$ cat config.mk
export PLATFORM = sky130hd
export DESIGN_NAME = cpcs_tx_sched
export DESIGN_NICKNAME = d
export VERILOG_FILES = /design/src/rtl/cpcs_tx_sched.sv
export SDC_FILE = /design/constraint.sdc
export NUM_CORES = 1
export LEC_CHECK = 0
export CORE_UTILIZATION = 45
export DETAILED_ROUTE_END_ITERATION = 10
export GPL_TIMING_DRIVEN = 0
export PLACE_DENSITY = 0.67
export RECOVER_POWER = 25
export SYNTH_ARGS = -nofsm -noshare
export SYNTH_HDL_FRONTEND = slang
export SYNTH_SLANG_ARGS = --single-unit
$ cat constraint.sdc
create_clock -name CLK -period 4 [get_ports CLK]
set_input_delay 0.4 -clock CLK [delete_from_list [all_inputs] [get_ports CLK]]
set_output_delay 0.4 -clock CLK [all_outputs]
set_load 0.1 [all_outputs]
$ cat src/rtl/cpcs_tx_sched.sv
// cpcs_tx_sched - transmit symbol scheduler placed directly ahead of the
// CorePCS 8b/10b encoder.
//
// Merges a valid/ready byte stream with control symbols. The link idles
// with /I/ ordered sets (K28.5 then D16.2). Each frame is sent as
// SOF K27.7, data, then EOF K29.7 or error-end K30.7. K23.7 fills any
// cycle with no data and pads odd-length frames, so that every K28.5
// starts on an even symbol position. The block also enforces the minimum
// inter-frame gap and the maximum frame length, and it schedules
// forced-RD- K28.5 symbols for disparity resync.
//
// Ports:
//   CLK, RST              clock; asynchronous active-high reset
//   EN                    frame enable, sampled only at /I/ boundaries
//   DISP_RESYNC           pulse; force RD- on the next K28.5
//   DIN_DATA/VALID/LAST   frame byte stream in
//   DIN_READY             byte accepted this cycle (state-decoded only)
//   TX_D/K/FORCE_DISP/DISP_SEL  registered encoder inputs
//   FRAME_DONE/FRAME_ERR  one-cycle pulses, aligned with EOF/EEOF on TX
//   TX_BUSY               high while TX carries SOF..PAD
module cpcs_tx_sched #(
  parameter int MIN_IDLE  = 2,
  parameter int MAX_FRAME = 1024
) (
  input  logic       CLK,
  input  logic       RST,
  input  logic       EN,
  input  logic       DISP_RESYNC,
  input  logic [7:0] DIN_DATA,
  input  logic       DIN_VALID,
  input  logic       DIN_LAST,
  output logic       DIN_READY,
  output logic [7:0] TX_D,
  output logic       TX_K,
  output logic       TX_FORCE_DISP,
  output logic       TX_DISP_SEL,
  output logic       FRAME_DONE,
  output logic       FRAME_ERR,
  output logic       TX_BUSY
);

  localparam logic [2:0] ST_IDLE_K = 3'd0;
  localparam logic [2:0] ST_IDLE_D = 3'd1;
  localparam logic [2:0] ST_SOF    = 3'd2;
  localparam logic [2:0] ST_DATA   = 3'd3;
  localparam logic [2:0] ST_EOF    = 3'd4;
  localparam logic [2:0] ST_EEOF   = 3'd5;
  localparam logic [2:0] ST_PAD    = 3'd6;

  localparam logic [3:0]  MIN_IDLE_C  = 4'(MIN_IDLE);
  localparam logic [15:0] MAX_FRAME_C = 16'(MAX_FRAME);

  localparam logic [7:0] SYM_K28_5 = 8'hBC;
  localparam logic [7:0] SYM_D16_2 = 8'h50;
  localparam logic [7:0] SYM_SOF   = 8'hFB;
  localparam logic [7:0] SYM_EOF   = 8'hFD;
  localparam logic [7:0] SYM_FILL  = 8'hF7;
  localparam logic [7:0] SYM_EEOF  = 8'hFE;

  logic [2:0]  state_reg, state_next;
  logic [3:0]  idle_cnt_reg, idle_cnt_next, idle_inc;
  logic [15:0] len_cnt_reg, len_cnt_next, len_inc;
  logic        drain_reg, drain_next;
  logic        resync_pend_reg, resync_pend_next;
  logic        parity_reg, parity_next;
  logic [7:0]  sym_d;
  logic        sym_k, sym_force, done_next, err_next, busy_next;
  logic        hs;

  // While draining a truncated frame, the idle states keep accepting
  // bytes so that the upstream source can finish its frame.
  assign DIN_READY = (state_reg == ST_DATA) |
                     (drain_reg & ((state_reg == ST_IDLE_K) | (state_reg == ST_IDLE_D)));
  assign hs = DIN_VALID & DIN_READY;

  assign idle_inc = (idle_cnt_reg >= MIN_IDLE_C) ? idle_cnt_reg : idle_cnt_reg + 4'd1;
  assign len_inc  = len_cnt_reg + 16'd1;

  always_comb begin
    state_next       = state_reg;
    idle_cnt_next    = idle_cnt_reg;
    len_cnt_next     = len_cnt_reg;
    drain_next       = drain_reg;
    parity_next      = parity_reg;
    // A new request is OR-ed in ahead of servicing, so a pulse that
    // coincides with the serviced K28.5 still survives to the next one.
    resync_pend_next = resync_pend_reg | DISP_RESYNC;
    sym_d            = SYM_K28_5;
    sym_k            = 1'b1;
    sym_force        = 1'b0;
    done_next        = 1'b0;
    err_next         = 1'b0;

    // The drain flag can only be set in DATA, so clearing it here never
    // conflicts with the EEOF branch below.
    if (drain_reg & hs & DIN_LAST)
      drain_next = 1'b0;

    case (state_reg)
      ST_IDLE_K: begin
        if (resync_pend_reg) begin
          sym_force        = 1'b1;
          resync_pend_next = DISP_RESYNC;
        end
        state_next = ST_IDLE_D;
      end
      ST_IDLE_D: begin
        sym_d         = SYM_D16_2;
        sym_k         = 1'b0;
        idle_cnt_next = idle_inc;
        // Using drain_reg (and not drain_next) keeps SOF off the cycle in
        // which the final drained byte is accepted.
        if (EN & DIN_VALID & ~drain_reg & (idle_inc >= MIN_IDLE_C))
          state_next = ST_SOF;
        else
          state_next = ST_IDLE_K;
      end
      ST_SOF: begin
        sym_d        = SYM_SOF;
        len_cnt_next = 16'd0;
        parity_next  = 1'b1;
        state_next   = ST_DATA;
      end
      ST_DATA: begin
        parity_next = ~parity_reg;
        if (hs) begin
          sym_d        = DIN_DATA;
          sym_k        = 1'b0;
          len_cnt_next = len_inc;
          if (DIN_LAST) begin
            state_next = ST_EOF;
          end else if (len_inc == MAX_FRAME_C) begin
            state_next = ST_EEOF;
            drain_next = 1'b1;
          end
        end else begin
          sym_d = SYM_FILL;
        end
      end
      ST_EOF, ST_EEOF: begin
        sym_d         = (state_reg == ST_EOF) ? SYM_EOF : SYM_EEOF;
        done_next     = (state_reg == ST_EOF);
        err_next      = (state_reg == ST_EEOF);
        parity_next   = ~parity_reg;
        idle_cnt_next = 4'd0;
        // An odd count so far (after this symbol) needs one pad symbol
        // to bring the next K28.5 onto an even position.
        state_next    = parity_reg ? ST_IDLE_K : ST_PAD;
      end
      ST_PAD: begin
        sym_d      = SYM_FILL;
        state_next = ST_IDLE_K;
      end
      default: begin
        state_next = ST_IDLE_K;
      end
    endcase

    busy_next = (state_reg == ST_SOF)  | (state_reg == ST_DATA) |
                (state_reg == ST_EOF)  | (state_reg == ST_EEOF) |
                (state_reg == ST_PAD);
  end

  always_ff @(posedge CLK or posedge RST) begin
    if (RST) begin
      state_reg       <= ST_IDLE_K;
      idle_cnt_reg    <= 4'd0;
      len_cnt_reg     <= 16'd0;
      drain_reg       <= 1'b0;
      resync_pend_reg <= 1'b1;
      parity_reg      <= 1'b0;
      TX_D            <= SYM_K28_5;
      TX_K            <= 1'b1;
      TX_FORCE_DISP   <= 1'b0;
      TX_DISP_SEL     <= 1'b0;
      FRAME_DONE      <= 1'b0;
      FRAME_ERR       <= 1'b0;
      TX_BUSY         <= 1'b0;
    end else begin
      state_reg       <= state_next;
      idle_cnt_reg    <= idle_cnt_next;
      len_cnt_reg     <= len_cnt_next;
      drain_reg       <= drain_next;
      resync_pend_reg <= resync_pend_next;
      parity_reg      <= parity_next;
      TX_D            <= sym_d;
      TX_K            <= sym_k;
      TX_FORCE_DISP   <= sym_force;
      TX_DISP_SEL     <= 1'b0;  // forced disparity is always RD-
      FRAME_DONE      <= done_next;
      FRAME_ERR       <= err_next;
      TX_BUSY         <= busy_next;
    end
  end

endmodule
* Word level (Yosys, flattened, before mapping) *
Index checks and enable logic that the tools add are counted.

storage, ports and cells
  register bits after elaboration = 39
  output and inout port bits = 15

operators by class
  $add $sub $neg = 2
  magnitude comparators = 2
  equal/unequal tests = 9
  multiplexer cells = 27
  bitwise gates (word level) = 16
  reduce and logical (&&, ||, !) cells = 8

operators with widths
  operator                 count
  $pmux W8 S5              1
  $pmux W16 S2             1
  $add A16 B1 Y16 const B  1
  $eq A16 B11 Y1 const B   1
  $mux W16                 1
  $pmux W3 S5              1
  $mux W1                  12
  $mux W3                  4
  $eq A3 B3 Y1 const B     3
  $ge A4 B2 Y1 const B     2
  $mux W8                  1
  $pmux W4 S2              1
  $and A1 B1 Y1            7
  $or A1 B1 Y1             7
  $eq A3 B2 Y1 const B     2
  $reduce_bool A2 Y1       3
  $add A4 B1 Y4 const B    1
  $mux W2                  2
  $mux W4                  1
  $pmux W1 S2              2
  $reduce_and A2 Y1        2
  $eq A3 B1 Y1 const B     1
  $logic_not A3 Y1         1
  $ne A3 B2 Y1 const B     1
  4 further kinds          5

* Depth between registers and ports, before layout *
Gate-level depths: netlist (run 1).

  word-level depth = 12
  depth in mapped cells = 9
  gate-level depth less buffers = 8

* Worst setup path after synthesis (run 1) *
OpenSTA, ideal clock, no wires.

  path type = reg-to-reg
  start point = register state_reg[1]
  end point = register drain_reg
  setup time = 0.120 ns
  data arrival time = 1.850 ns
  data required time = 3.880 ns
  slack = 2.030 ns
  stages on the path, launching flop included = 7
  buffers on the path = 0
  period minus slack after synthesis = 1.970 ns
  path through = dfrtp_1 > inv_1 > ha_1 > nand2_1 > nand2_1 > a31oi_1 > a41o_1

on the way
  cells in the longest elaborated chain, start to end = 12

ends and longest elaborated chain
  element                                                  RTL line  text
  start: declaration                                       60        logic [2:0] state_reg, state_next;
  start signal: assignment                                 180       state_reg <= state_next;
  $eq A3 B1 Y1 / $logic_not A3 Y1 (equally long branches)  73        (drain_reg & ((state_reg == ST_IDLE_K) | (state_reg == ST_IDLE_D)));
  $or A1 B1 Y1                                             73
  $and A1 B1 Y1                                            73
  $or A1 B1 Y1 *                                           72        assign DIN_READY = (state_reg == ST_DATA) |
  net DIN_READY                                            32        output logic DIN_READY,
  $and A1 B1 Y1 *                                          74        assign hs = DIN_VALID & DIN_READY;
  $and A1 B1 Y1 (2 in a row)                               96        if (drain_reg & hs & DIN_LAST)
  $mux W1                                                  96
  $mux W1                                                  132       end else if (len_inc == MAX_FRAME_C) begin
  $mux W1                                                  130       if (DIN_LAST) begin
  $mux W1                                                  126       if (hs) begin
  $mux W1 *                                                99        case (state_reg)
  net drain_next                                           63        logic drain_reg, drain_next;
  end signal: assignment                                   183       drain_reg <= drain_next;
  end: declaration                                         63

Mark *: on every way through the listed nets, which the timed path passes. The rest lies on a longest branch.
A chain may end at the register's enable or synchronous reset.

* Final worst setup path (run 1) *
  start point = register state_reg[2]
  end point = output DIN_READY

on the way
  cells in the longest elaborated chain, start to end = 4

ends and longest elaborated chain
  element                                                  RTL line
  $eq A3 B1 Y1 / $logic_not A3 Y1 (equally long branches)  73
  $or A1 B1 Y1                                             73
  $and A1 B1 Y1                                            73
  $or A1 B1 Y1 *                                           72
  end: declaration                                         32

Mark *: on every way between the ends. The rest lies on a longest branch, timed or not.

==> impl_metrics.toml, run 1 <==
[routing]
viasPerCell = 5.383
initialDrtViolationCount = 156
drc = 0
drt_pass1_iterations = 4
via_count = 1868
wl_per_cell_um = 13.61
final_antenna_net_count = 0
wirelength_um = 4724

[timing]
hold_viol = 0
slew_violations = 0
setup-violations-final = 0
slew_headroom_pct = 3.139
fin_crit_sh_pct = 72.75
rsz0062_at_grt = "no"
finClkSkew_ns = 0.007120
period_needed_ns = 2.910
tns_ns = 0
worst_pin_slew_ns = 1.451
fmax_mhz = 343.7

[synthesis]
synth_top_area_cell = "dfrtp_1"
ys_seq_area_share_pct = 44.46
ys_seq_elements = 39
synth_commonest_cells = "dfrtp_1 (32), o21ai_0 (26), nor2_1 (24)"
synth_cell_types = 50
syn_avg_cell_area_um2 = 9.039
synth_nets = 266
synth_ff_type = "dfrtp_1"
synth_edf_count = 0
syn_inst = 245
yosys_warnings = 0
synth.area.top_cells = "dfrtp_1 (36%), dfstp_2 (8.3%), o21ai_0 (5.9%)"
synth_area_mm2 = 0.002215
synth_top_area_share_pct = 36.16
synthArstFlopShare_pct = 100.0
synth.most_common_cell = "dfrtp_1"

[pwr]
p_leak_uw = 0.001110
power_density_mw_per_mm2 = 688.5
ir_worst_vdd_v = 0.0003420

[global_routing]
antenna_found_initial = 0
grt_max_degree = 40
grt_pass1_vias = 1701
grt_pass1_wl_um = 8176
grt_overflow = 0
grt_usage_pct = 20.14

[clocking]
cts-resized-gates = 0
numCtsBuffers = 5
cts_sinks = 39
cts_tree = "yes"
clk_latency_ns = 0.30
h-tree-depth = 2
cts_buffer_depth = 2
cts_root_buffer = "clkbuf_8"
postCtsSetupBuffers = 0
clk_pin_slew_ns = 0.07
ctsHoldBuffers = 0

[layout]
final_cell_count_no_fill = 347
drive_above_1_share_pct = 12.14
synthToLayoutAreaGrowth_pct = 19.77
n_antenna_cell = 0
largest_reg_flops = 16
fillers = 437
fin_nets = 300

[worst_setup_path]
endpoint_kind = "output port"
crit_fanout = 9
start_kind = "flop"
criticalPathCategory = "flop to output port"
arrival_ns = 2.51
cp_data_required_time_ns = 3.60

[placed_design]
dp_hpwl_um = 3420
port_buffers = 27
place_inst = 339
gp_congestion = 0.8408

[floorplanning]
rows = 25
die_height_um = 72.15
fp.dieW_um = 72.15
start_util_pct = 46.89
ioPinCount = 29
die_area_mm2 = 0.005206
coreArea_mm2 = 0.004723

[flow_run]
drv_cap = 0

[status]
status = "finished clean"

[hold_path]
hold_path.class = "flop to flop"
-- worst max-delay path, stage by stage, from the launching register on --
cell	delay, ns
dfrtp_1	0.46
inv_1	0.26
ha_1	0.21
nand2_1	0.05
nand2_1	0.09
clkdlybuf4s50_1	1.14
-- path summary, 6_finish.rpt --
check / to / startpoint / cells after the start / slack (ns)
min in group asynchronous: idle_cnt_reg[0] / RST / 2 / 0.97
worst max register to register: len_cnt_reg[6] / state_reg[2] / 7 / 1.72
worst min-delay path: resync_pend_reg / resync_pend_reg / 2 / 0.48
max in group asynchronous: len_cnt_reg[15] / RST / 2 / 2.17
worst min register to register: resync_pend_reg / resync_pend_reg / 2 / 0.48
worst max-delay path: DIN_READY / state_reg[2] / 5 / 1.09
-- routing by layer --
metal  vias to the layer above  global-route usage [%]  share of wire, %
li1                        943                       -                 -
met5                         -                       0                 0
met4                         0                   5.882               1.3
met1                       866                   29.22                49
met3                         6                   5.278               5.5
met2                        53                   29.49                44
-- where the power goes --
group | internal [µW] | switching, µW
Clock | 119 | 140
Sequential | 512 | 56.6
Combinational | 275 | 723
Total | 907 | 919
-- logic make-up (layout without fill, tap and decap cells) --
group / count (synthesis) / count (layout) / synth area share (%)
other: 1 / 1 / 0.1693
AO/OA/AOI/OAI: 72 / 72 / 21.07
AND/OR/NAND/NOR: 90 / 90 / 21.02
multiplexers: 1 / 1 / 0.4520
XOR/XNOR: 10 / 10 / 3.955
adder cells (fa/ha/maj): 7 / 7 / 3.955
buffers and inverters: 25 / 60 / 4.915
flip-flops: 39 / 39 / 44.46
-- cell type report --
cell class	instances	area [µm²]	share of cell area (%)
repair buffers	27	270.3	10.19
clock buffers	5	68.82	2.594
well taps	67	83.83	3.160
flip-flops and latches	39	984.7	37.12
multi-input cells	181	1121	42.26
clock inverters	3	15.01	0.5660
inverters	9	33.78	1.274
plain buffers	16	75.07	2.830
-- cells in the final DEF (no fill, tap or decap), drive strengths merged, types with 6 or more instances in the layout --
cell type,instances
clkdlybuf4s50,26
buf,8
a21oi,9
dfstp,7
o21ai,32
ha,7
o31ai,9
nand4,6
nor3,8
nor2,24
clkbuf,13
nand3,7
xnor2,6
nand2,24
dfrtp,32
inv,9
-- through the flow --
step           total power (µW)  setup slack (ns)  instance area, µm²  hold WS [ns]  util [%]
2_1_floorplan              1355             2.030                2215        0.4520         -
3_3_place_gp               1567             1.418                2569        0.4699     54.38
3_5_place_dp               1577             1.434                2569        0.4736     54.38
4_1_cts                    1838             1.099                2653        0.4819     56.16
5_1_grt                    1941            0.9857                2653        0.5320     56.16
6_report                   1826             1.090                2653        0.4786     56.16
No activity file was read; power rests on OpenSTA's default activity.
==> run 2: changes to the inputs <==
==> constraint.sdc (replaced) <==
create_clock -name CLK -period 2.8 [get_ports CLK]
set_input_delay 0.28 -clock CLK [delete_from_list [all_inputs] [get_ports CLK]]
set_output_delay 0.28 -clock CLK [all_outputs]
set_load 0.1 [all_outputs]
==> run 2 against run 1 <==
Effect of this change: routed wire length is essentially flat; sequential share of layout area is essentially flat; die area is the same; combinational power grew 43%; cell count is the same; critical path depth is the same; flip-flop and latch count is the same; clock power grew 43%; sequential power grew 43%; largest cell class unchanged; first-iteration DRC count grew 0.64%.
==> impl_metrics.toml, run 2 (synthesis gave the netlist of run 1 again) <==
[clocking]
cts_root_buffer = "clkbuf_8"
cts_sinks = 39
cts_buffer_depth = 2
h-tree-depth = 2
cts_tree = "yes"
clk_latency_ns = 0.30
clk_pin_slew_ns = 0.07
cts-resized-gates = 0
ctsHoldBuffers = 0
postCtsSetupBuffers = 0
numCtsBuffers = 5

[hold_path]
hold_path.class = "flop to flop"
hold_path_end = "resync_pend_reg"
hold_depth = 2
hp-start = "resync_pend_reg"

[floorplanning]
ioPinCount = 29
fp.dieW_um = 72.15
coreArea_mm2 = 0.004723
rows = 25
start_util_pct = 46.89
die_height_um = 72.15
die_area_mm2 = 0.005206

[worst_setup_path]
crit_fanout = 9
crit-reg2reg-launch = "state_reg[2]"
cpPeakStageDelay_ns = 0.75
crit_path_cell_trace = "inv_1, ha_1, nand2_1, nand2_1, dlymetal6s2s_1"
r2r_cells = 7
start_kind = "flop"
critical_path.top_delay_family = "buffers and inverters"
endpoint_kind = "output port"
criticalPathCategory = "flop to output port"
slowest_stage = "dlymetal6s2s_1"
cp_data_required_time_ns = 2.52
cp_num_buf_inv = 2
arrival_ns = 2.11
cpMostUsedCell = "nand2_1"
rr_endpoint = "len_cnt_reg[6]"
reg2reg_slack_ns = 0.52

[pwr]
ir_worst_vdd_v = 0.0004836
power_density_mw_per_mm2 = 982.2
p_leak_uw = 0.001124

[status]
status = "finished clean"

[placed_design]
port_buffers = 27
gp_congestion = 0.8408
dp_hpwl_um = 3420
place_inst = 339

[timing]
rsz0062_at_grt = "no"
tns_ns = 0
slew_violations = 0
worst_pin_slew_ns = 1.451
finClkSkew_ns = 0.007120
setup-violations-final = 0
slew_headroom_pct = 3.171
period_needed_ns = 2.394
hold_viol = 0
fin_crit_sh_pct = 85.50
fmax_mhz = 417.7

[global_routing]
antenna_found_initial = 0
grt_usage_pct = 20.14
grt_overflow = 0
grt_max_degree = 40
grt_pass1_vias = 1701
grt_pass1_wl_um = 8176

[routing]
viasPerCell = 5.380
final_antenna_net_count = 0
wirelength_um = 4726
via_count = 1867
drt_pass1_iterations = 4
wl_per_cell_um = 13.62
initialDrtViolationCount = 157
drc = 0

[layout]
layout_common_cells = "dfrtp_1 (32), o21ai_0 (26), clkdlybuf4s50_1 (25)"
mostFrequentLayoutCell = "dfrtp_1"
final_cell_count_no_fill = 347
drive_above_1_share_pct = 12.14
fin_nets = 300
largest_reg_flops = 16
synthToLayoutAreaGrowth_pct = 19.89
n_antenna_cell = 0

[flow_run]
drv_cap = 0
==> run 2: cell count changes in the layout (fill, tap and decap cells not counted), sizes merged <==
cell	before	now
clkdlybuf4s50	26	25
dlymetal6s2s	0	1
==> run 2: where the power goes <==
group / internal [µW] / switching [µW]
Clock: 170 / 200
Combinational: 393 / 1030
Sequential: 732 / 81.0
==> run 2: layer usage <==
| layer | vias to the layer above | wire length [µm] | track usage (%) |
|---|---|---|---|
| met5 | - | 0 | 0 |
| met4 | 0 | 60 | 5.882 |
| met3 | 6 | 259 | 5.278 |
| met2 | 53 | 2073 | 29.49 |
| met1 | 865 | 2332 | 29.22 |
| li1 | 943 | - | - |
==> run 2: layout make-up <==
| class | count | area (µm²) |
|---|---|---|
| tap | 67 | 83.83 |
| multi-input combinational | 181 | 1121 |
| buffer | 16 | 75.07 |
| clock buffer | 5 | 68.82 |
| inverter | 9 | 33.78 |
| clock inverter | 3 | 15.01 |
| fill | 436 | 2068 |
| timing repair buffer | 27 | 272.8 |
| sequential | 39 | 984.7 |
==> run 2: metrics by stage <==
stage | hold slack [ns] | power, µW | util (%) | instance area (µm²) | setup slack (ns)
after global routing | 0.5320 | 2770 | 56.21 | 2655 | 0.2729
final | 0.4786 | 2608 | 56.21 | 2655 | 0.4060
after global placement | 0.4699 | 2238 | 54.38 | 2569 | 0.3377
after detailed placement | 0.4736 | 2253 | 54.38 | 2569 | 0.3540
after floorplan | 0.3900 | 1936 | - | 2215 | 0.8298
after CTS | 0.4819 | 2626 | 56.16 | 2653 | 0.01913
==> run 2: how the worst max path moves through the flow <==
stage	start	endpoint	slack, ns	cells past startpoint
CTS	state_reg[2]	DIN_READY	0.02	5
floorplan	state_reg[1]	drain_reg	0.83	6
global route	state_reg[2]	len_cnt_reg[12]	0.27	7
finish	state_reg[2]	DIN_READY	0.41	5
detailed placement	state_reg[2]	DIN_READY	0.35	5
global placement	state_reg[2]	DIN_READY	0.34	5
==> run 2: tightest hold or removal path: cells and delay by family, from the launching register on <==
family             cells  cell delay, ns
DFF                    1            0.37
AOI/OAI and AO/OA      1            0.06
and+or+nand+nor        1            0.05
